===== src/rtl/periph_pkg.sv =====
// Shared constants and helpers for the SRAM-bus peripheral responder.
// Register offsets, CTRL bit positions, reset values and byte merge.
package periph_pkg;

  localparam logic [15:0] OFF_SCRATCH0 = 16'h0000;
  localparam logic [15:0] OFF_SCRATCH1 = 16'h0004;
  localparam logic [15:0] OFF_TIMER    = 16'h0010;
  localparam logic [15:0] OFF_COMPARE  = 16'h0014;
  localparam logic [15:0] OFF_IRQ      = 16'h0018;
  localparam logic [15:0] OFF_CTRL     = 16'h001C;
  localparam logic [15:0] OFF_LED      = 16'h0020;
  localparam logic [15:0] OFF_SWITCH   = 16'h0024;
  localparam logic [15:0] OFF_NUM      = 16'h0028;

  localparam int CTRL_EN = 0;
  localparam int CTRL_IE = 1;

  localparam logic [31:0] COMPARE_RST = 32'hFFFF_FFFF;
  localparam logic [1:0]  CTRL_RST    = 2'b01;

  function automatic logic [31:0] byte_merge(
    input logic [31:0] old_v,
    input logic [31:0] new_v,
    input logic [3:0]  wen
  );
    logic [31:0] r;
    r = old_v;
    for (int b = 0; b < 4; b++) begin
      if (wen[b]) r[8*b +: 8] = new_v[8*b +: 8];
    end
    return r;
  endfunction

endpackage


===== src/rtl/periph_timer.sv =====
// Free-running timer with compare match and sticky pending flag.
// Bus writes override the increment; a match in the same cycle as a clear wins.
module periph_timer
  import periph_pkg::*;
(
  input  logic        clk,
  input  logic        resetn,
  input  logic        count_en,
  input  logic        timer_wr,
  input  logic        cmp_wr,
  input  logic        irq_clr,
  input  logic [31:0] wdata,
  input  logic [3:0]  wen,
  output logic [31:0] timer,
  output logic [31:0] compare,
  output logic        pending
);

  logic match;
  logic clr;

  assign match = count_en && (timer == compare);
  assign clr   = cmp_wr || irq_clr;

  always_ff @(posedge clk or negedge resetn) begin
    if (!resetn) begin
      timer   <= 32'h0;
      compare <= COMPARE_RST;
      pending <= 1'b0;
    end else begin
      if (timer_wr) begin
        timer <= byte_merge(timer, wdata, wen);
      end else if (count_en) begin
        timer <= timer + 32'd1;
      end
      if (cmp_wr) begin
        compare <= byte_merge(compare, wdata, wen);
      end
      pending <= match || (pending && !clr);
    end
  end

endmodule


===== src/rtl/sram_periph_resp.sv =====
// Memory-mapped peripheral responder beside the data RAM.
// One-cycle registered read data; byte-masked writes commit at the request edge.
module sram_periph_resp
  import periph_pkg::*;
#(
  parameter logic [31:0] BASE_ADDR = 32'h1FAF_0000,
  parameter int          SW_W      = 8
) (
  input  logic            clk,
  input  logic            resetn,
  input  logic            en_i,
  input  logic [3:0]      wen_i,
  input  logic [31:0]     addr_i,
  input  logic [31:0]     wdata_i,
  output logic [31:0]     rdata_o,
  output logic            hit_o,
  input  logic [SW_W-1:0] switch_i,
  output logic [15:0]     led_o,
  output logic [31:0]     num_o,
  output logic            timer_int_o
);

  logic [15:0]     off;
  logic            acc;
  logic            wr;
  logic            unused_ok;

  logic            sel_s0;
  logic            sel_s1;
  logic            sel_tmr;
  logic            sel_cmp;
  logic            sel_irq;
  logic            sel_ctrl;
  logic            sel_led;
  logic            sel_sw;
  logic            sel_num;

  logic [31:0]     scratch0;
  logic [31:0]     scratch1;
  logic [1:0]      ctrl;
  logic [15:0]     led;
  logic [31:0]     num;
  logic [SW_W-1:0] sync1;
  logic [SW_W-1:0] sync2;

  logic [31:0]     timer;
  logic [31:0]     compare;
  logic            pending;
  logic [31:0]     rd_mux;

  assign off       = {addr_i[15:2], 2'b00};
  assign acc       = en_i && (addr_i[31:16] == BASE_ADDR[31:16]);
  assign wr        = acc && (wen_i != 4'b0000);
  assign unused_ok = ^addr_i[1:0];

  assign sel_s0   = off == OFF_SCRATCH0;
  assign sel_s1   = off == OFF_SCRATCH1;
  assign sel_tmr  = off == OFF_TIMER;
  assign sel_cmp  = off == OFF_COMPARE;
  assign sel_irq  = off == OFF_IRQ;
  assign sel_ctrl = off == OFF_CTRL;
  assign sel_led  = off == OFF_LED;
  assign sel_sw   = off == OFF_SWITCH;
  assign sel_num  = off == OFF_NUM;

  periph_timer u_timer (
    .clk      (clk),
    .resetn   (resetn),
    .count_en (ctrl[CTRL_EN]),
    .timer_wr (wr && sel_tmr),
    .cmp_wr   (wr && sel_cmp),
    .irq_clr  (wr && sel_irq && wen_i[0] && wdata_i[0]),
    .wdata    (wdata_i),
    .wen      (wen_i),
    .timer    (timer),
    .compare  (compare),
    .pending  (pending)
  );

  always_comb begin
    rd_mux = 32'h0;
    unique case (1'b1)
      sel_s0:   rd_mux = scratch0;
      sel_s1:   rd_mux = scratch1;
      sel_tmr:  rd_mux = timer;
      sel_cmp:  rd_mux = compare;
      sel_irq:  rd_mux = {31'h0, pending};
      sel_ctrl: rd_mux = {30'h0, ctrl};
      sel_led:  rd_mux = {16'h0, led};
      sel_sw:   rd_mux = 32'(sync2);
      sel_num:  rd_mux = num;
      default:  rd_mux = 32'h0;
    endcase
  end

  always_ff @(posedge clk or negedge resetn) begin
    if (!resetn) begin
      rdata_o  <= 32'h0;
      hit_o    <= 1'b0;
      scratch0 <= 32'h0;
      scratch1 <= 32'h0;
      ctrl     <= CTRL_RST;
      led      <= 16'h0;
      num      <= 32'h0;
      sync1    <= '0;
      sync2    <= '0;
    end else begin
      rdata_o <= acc ? rd_mux : 32'h0;
      hit_o   <= acc;
      sync1   <= switch_i;
      sync2   <= sync1;
      if (wr && sel_s0) scratch0 <= byte_merge(scratch0, wdata_i, wen_i);
      if (wr && sel_s1) scratch1 <= byte_merge(scratch1, wdata_i, wen_i);
      if (wr && sel_num) num <= byte_merge(num, wdata_i, wen_i);
      if (wr && sel_ctrl && wen_i[0]) ctrl <= wdata_i[1:0];
      if (wr && sel_led && wen_i[0]) led[7:0] <= wdata_i[7:0];
      if (wr && sel_led && wen_i[1]) led[15:8] <= wdata_i[15:8];
    end
  end

  assign led_o       = led;
  assign num_o       = num;
  assign timer_int_o = pending && ctrl[CTRL_IE];

endmodule


===== config.mk =====
export PLATFORM = sky130hd
export DESIGN_NAME = sram_periph_resp
export DESIGN_NICKNAME = d
export VERILOG_FILES = /design/src/rtl/periph_pkg.sv /design/src/rtl/periph_timer.sv /design/src/rtl/sram_periph_resp.sv
export SDC_FILE = /design/constraint.sdc
export NUM_CORES = 1
export LEC_CHECK = 0
export BUFFER_PORTS_ARGS = -buffer_cell sky130_fd_sc_hd__buf_2
export CORE_UTILIZATION = 30
export CTS_CLUSTER_SIZE = 28
export DETAILED_ROUTE_END_ITERATION = 8
export GPL_ROUTABILITY_DRIVEN = 1
export PLACE_DENSITY = 0.55
export SLEW_MARGIN = 15
export SYNTH_ARGS = -nofsm -noshare
export SYNTH_HDL_FRONTEND = slang
export SYNTH_HIERARCHICAL = 1
export SYNTH_SLANG_ARGS = --single-unit

===== constraint.sdc =====
create_clock -name clk -period 2.1 [get_ports clk]
set_input_delay 0.21 -clock clk [delete_from_list [all_inputs] [get_ports clk]]
set_output_delay 0.21 -clock clk [all_outputs]
set_load 0.01 [all_outputs]

==> impl_metrics.json <==
{
  "outcome": "complete, no violations",
  "dr.pass1.iters": 5,
  "via_per_inst": 4.97,
  "slew_headroom": 0.477,
  "hold_viol": 0,
  "dpl.hpwl_mm": 25.8,
  "synth_seq_cells": 228,
  "grt_max_degree": 69,
  "synth-seq-area-share": 0.500,
  "drt_wl_total_mm": 35.3,
  "timing.rr.start": "u_timer/timer[7]",
  "cp.required_ns": 2.52,
  "clockPowerShare": 0.488,
  "ff2ff_setup_slack_ns": 0.10,
  "cts-root-buf": "clkbuf_16",
  "seqCellArea_um2": 5750,
  "min_path_cells": 2,
  "worstMarginPinSlew_ns": 0.779,
  "setup_tns_ns": 0,
  "netlist_instances": 962,
  "grt_pass1_wl_mm": 53.9,
  "vias": 8915,
  "r2r_cells": 5,
  "syn2layout_area_growth_pct": 32.9,
  "critPathMaxFanout": 13,
  "cts_buffer_depth": 3,
  "nFillCells": 3711,
  "multi_input_area_um2": 5580,
  "fin_crit_ns": 2.05,
  "avgSynthCellArea_um2": 11.9,
  "synth_edf_count": 0,
  "max_stage_delay_ns": 0.53,
  "grt-ovfl-total": 0,
  "max_freq_mhz": 489,
  "grt_pass1_vias": 8853,
  "utilization": 0.405,
  "clock_skew_ns": 0.0362,
  "finalCritPeriodShare": 0.975,
  "cp-end-kind": "flop",
  "power.switching_w": 0.00229,
  "crit_arrival_ns": 2.47,
  "synth_top_area_share": 0.425,
  "die-height_um": 198,
  "path_clk_slew_ns": 0.06,
  "leakage_nw": 7.23,
  "clock_latency_ns": 0.57,
  "die_w_um": 198,
  "worstHoldStart": "wdata_i[27]",
  "nNetsFinal": 1341,
  "hp-class": "input port to flop",
  "synthArstFlopShare": 1.00,
  "final_cell_area_um2": 15300,
  "dieArea_um2": 39100,
  "htree_levels": 1,
  "drc": 0,
  "diodes": 0,
  "clock-sinks": 228,
  "placed_cell_area_um2": 13900,
  "drv_slew": 0,
  "critPathBufInv": 4,
  "io_buffers": 158,
  "rsz0062_at_grt": "no",
  "ant_nets": 0,
  "cts_inserted_buffers": 28,
  "max-cap-violations": 0,
  "min_to": "num_o[27]",
  "row_count": 71,
  "synth_top_area_cell": "dfrtp_1",
  "vdd_ir_drop_max_v": 0.000500,
  "core-area_um2": 37700,
  "yosysWarnings": 6,
  "cts_tree": "done",
  "gp_congestion": 0.863,
  "critPathLaunchType": "input port",
  "syn_area_um2": 11500,
  "grt_use_total": 0.180,
  "ys.flop_type": "dfrtp_1",
  "worst-setup-path-type": "input port to flop",
  "cp_top_family": "buffers and inverters",
  "seqPwrFrac": 0.453,
  "drive_gt1_frac": 0.438,
  "synth.area.top_cells": "dfrtp_1 42%, mux2_2 15%, dfstp_2 7.6%, mux2i_1 5.5%, a21oi_1 2.5%",
  "ys_types": 72,
  "r2r_end": "u_timer/timer[31]",
  "grt_antenna_before_repair": 0,
  "wl_per_cell_um": 19.7,
  "setup_violations": 0,
  "io_pins": 161,
  "power.internal_w": 0.00746,
  "p_per_area_nw_per_um2": 639,
  "combPwrFrac": 0.059,
  "sw_frac_of_total": 0.235,
  "worstPathCellList": "dlygate4sd3_1 -> buf_4 -> buf_4 -> nor4_4 -> buf_4 -> nor3_4 -> nand2_2 -> o31a_1 -> o31a_1",
  "setup_ws_ns": 0.0530,
  "initial_core_util": 0.305,
  "crit_slowest_cell": "dlygate4sd3_1",
  "fin_cells": 1793,
  "crit_path_frequent_cell": "buf_4",
  "place_ws_ns": -0.412,
  "drtIter0Drc": 549,
  "place_inst": 1702,
  "syn_nets": 1042
}
==> registers in the layout, indices dropped and copies added (netlist names) <==
signal	flops
scratch0	32
u_timer/pending	1
num_o	32
u_timer/timer	32
sync2	8
rdata_o	32
led_o	16
scratch1	32
hit_o	1
u_timer/compare	32
sync1	8
ctrl	2
==> synth_stat cells (all sizes together), types with 3 or more instances <==
cell type and number:
dfrtp 195, mux2 153, mux2i 63, a21oi 58
nor2 50, clkbuf 42, nand2 34, dfstp 33
nand3 29, nor4 28, o22ai 24, nand4 22
nor3 21, nand3b 20, xnor2 17, xor2 16
buf 11, inv 11, o21ai 10, o2bb2ai 10
a211oi 9, nor2b 9, o21bai 8, and3 7
nand2b 7, and2 6, or2 6, a311oi 5
a21o 4, a221oi 4, o211ai 4, o31a 4
nand4b 3, o21a 3, or3 3, or4 3
==> routing by layer <==
metal / GRT usage / share of wire
met5: 0 / 0
met4: 0.0511 / 0.021
met3: 0.0246 / 0.040
met2: 0.289 / 0.47
met1: 0.253 / 0.47
==> through the flow <==
step / power [W] / hold WS (ns)
floorplan: 0.00466 / -0.0856
global placement: 0.00502 / 0.130
detailed placement: 0.00502 / 0.134
CTS: 0.00992 / 0.00147
global route: 0.0102 / 0.00681
finish: 0.00976 / 0.0260
==> cell type report <==
cell class,instances,share of cell area
clock buffers,41,0.0511
clock inverters,10,0.00787
inverters,11,0.00271
multi-input cells,670,0.366
flip-flops and latches,228,0.377
well taps,511,0.0419
repair buffers,322,0.154
==> worst register-to-register path: cells and delay by family (launching register included) <==
kind,cells,cell delay (ns)
flops,1,0.51
compound gates,2,0.54
simple gates,3,0.81
==> cells by family (layout without fill, tap and decap cells) <==
logic type | Yosys count | count (layout) | synth area share
compound gates | 157 | 157 | 0.0891
fa+ha+maj | 1 | 1 | 0.00109
buf+inv | 64 | 384 | 0.0217
flops | 228 | 228 | 0.500
xor+xnor | 33 | 33 | 0.0252
simple gates | 262 | 262 | 0.156
mux | 217 | 217 | 0.207
==> power by group through the flow <==
stage / registers [W] / clock network (W) / logic [W]
3_3_place_gp: 0.00449 / 0 / 0.000526
6_report: 0.00442 / 0.00476 / 0.000579
2_1_floorplan: 0.00449 / 0 / 0.000167
3_5_place_dp: 0.00449 / 0 / 0.000530
5_1_grt: 0.00442 / 0.00512 / 0.000632
4_1_cts: 0.00442 / 0.00491 / 0.000587
==> placed cells by master, fill, tap and decap left out, types with 24 or more instances in the layout <==
master | Yosys | routed
mux2i_1 | 63 | 63
buf_2 | 4 | 156
nand2_1 | 33 | 29
dfstp_2 | 33 | 33
o22ai_1 | 24 | 24
nand3_1 | 27 | 25
dfrtp_1 | 195 | 195
dlygate4sd3_1 | 0 | 39
a21oi_1 | 58 | 58
nor2_1 | 50 | 49
buf_4 | 1 | 108
mux2_2 | 148 | 148
clkbuf_16 | 0 | 28
==> repair_timing <==
action / CTS / global route
resized for setup: 0 / 6
endpoints found under the hold margin: 330 / 0
setup endpoints to repair: 0 / 55
setup buffers: 0 / 1
hold buffers: 39 / 0
==> worst max-delay path by stage <==
stage	from	end	slack (ns)	cells past startpoint
floorplan	addr_i[8]	u_timer/timer[28]	-0.29	9
global placement	addr_i[22]	ctrl[1]	-0.39	8
detailed placement	addr_i[8]	u_timer/compare[26]	-0.41	9
CTS	addr_i[2]	u_timer/compare[26]	0.007	8
global route	addr_i[22]	u_timer/timer[19]	0.0004	11
finish	addr_i[2]	u_timer/timer[31]	0.05	9
Power figures use the tool's default switching activity.
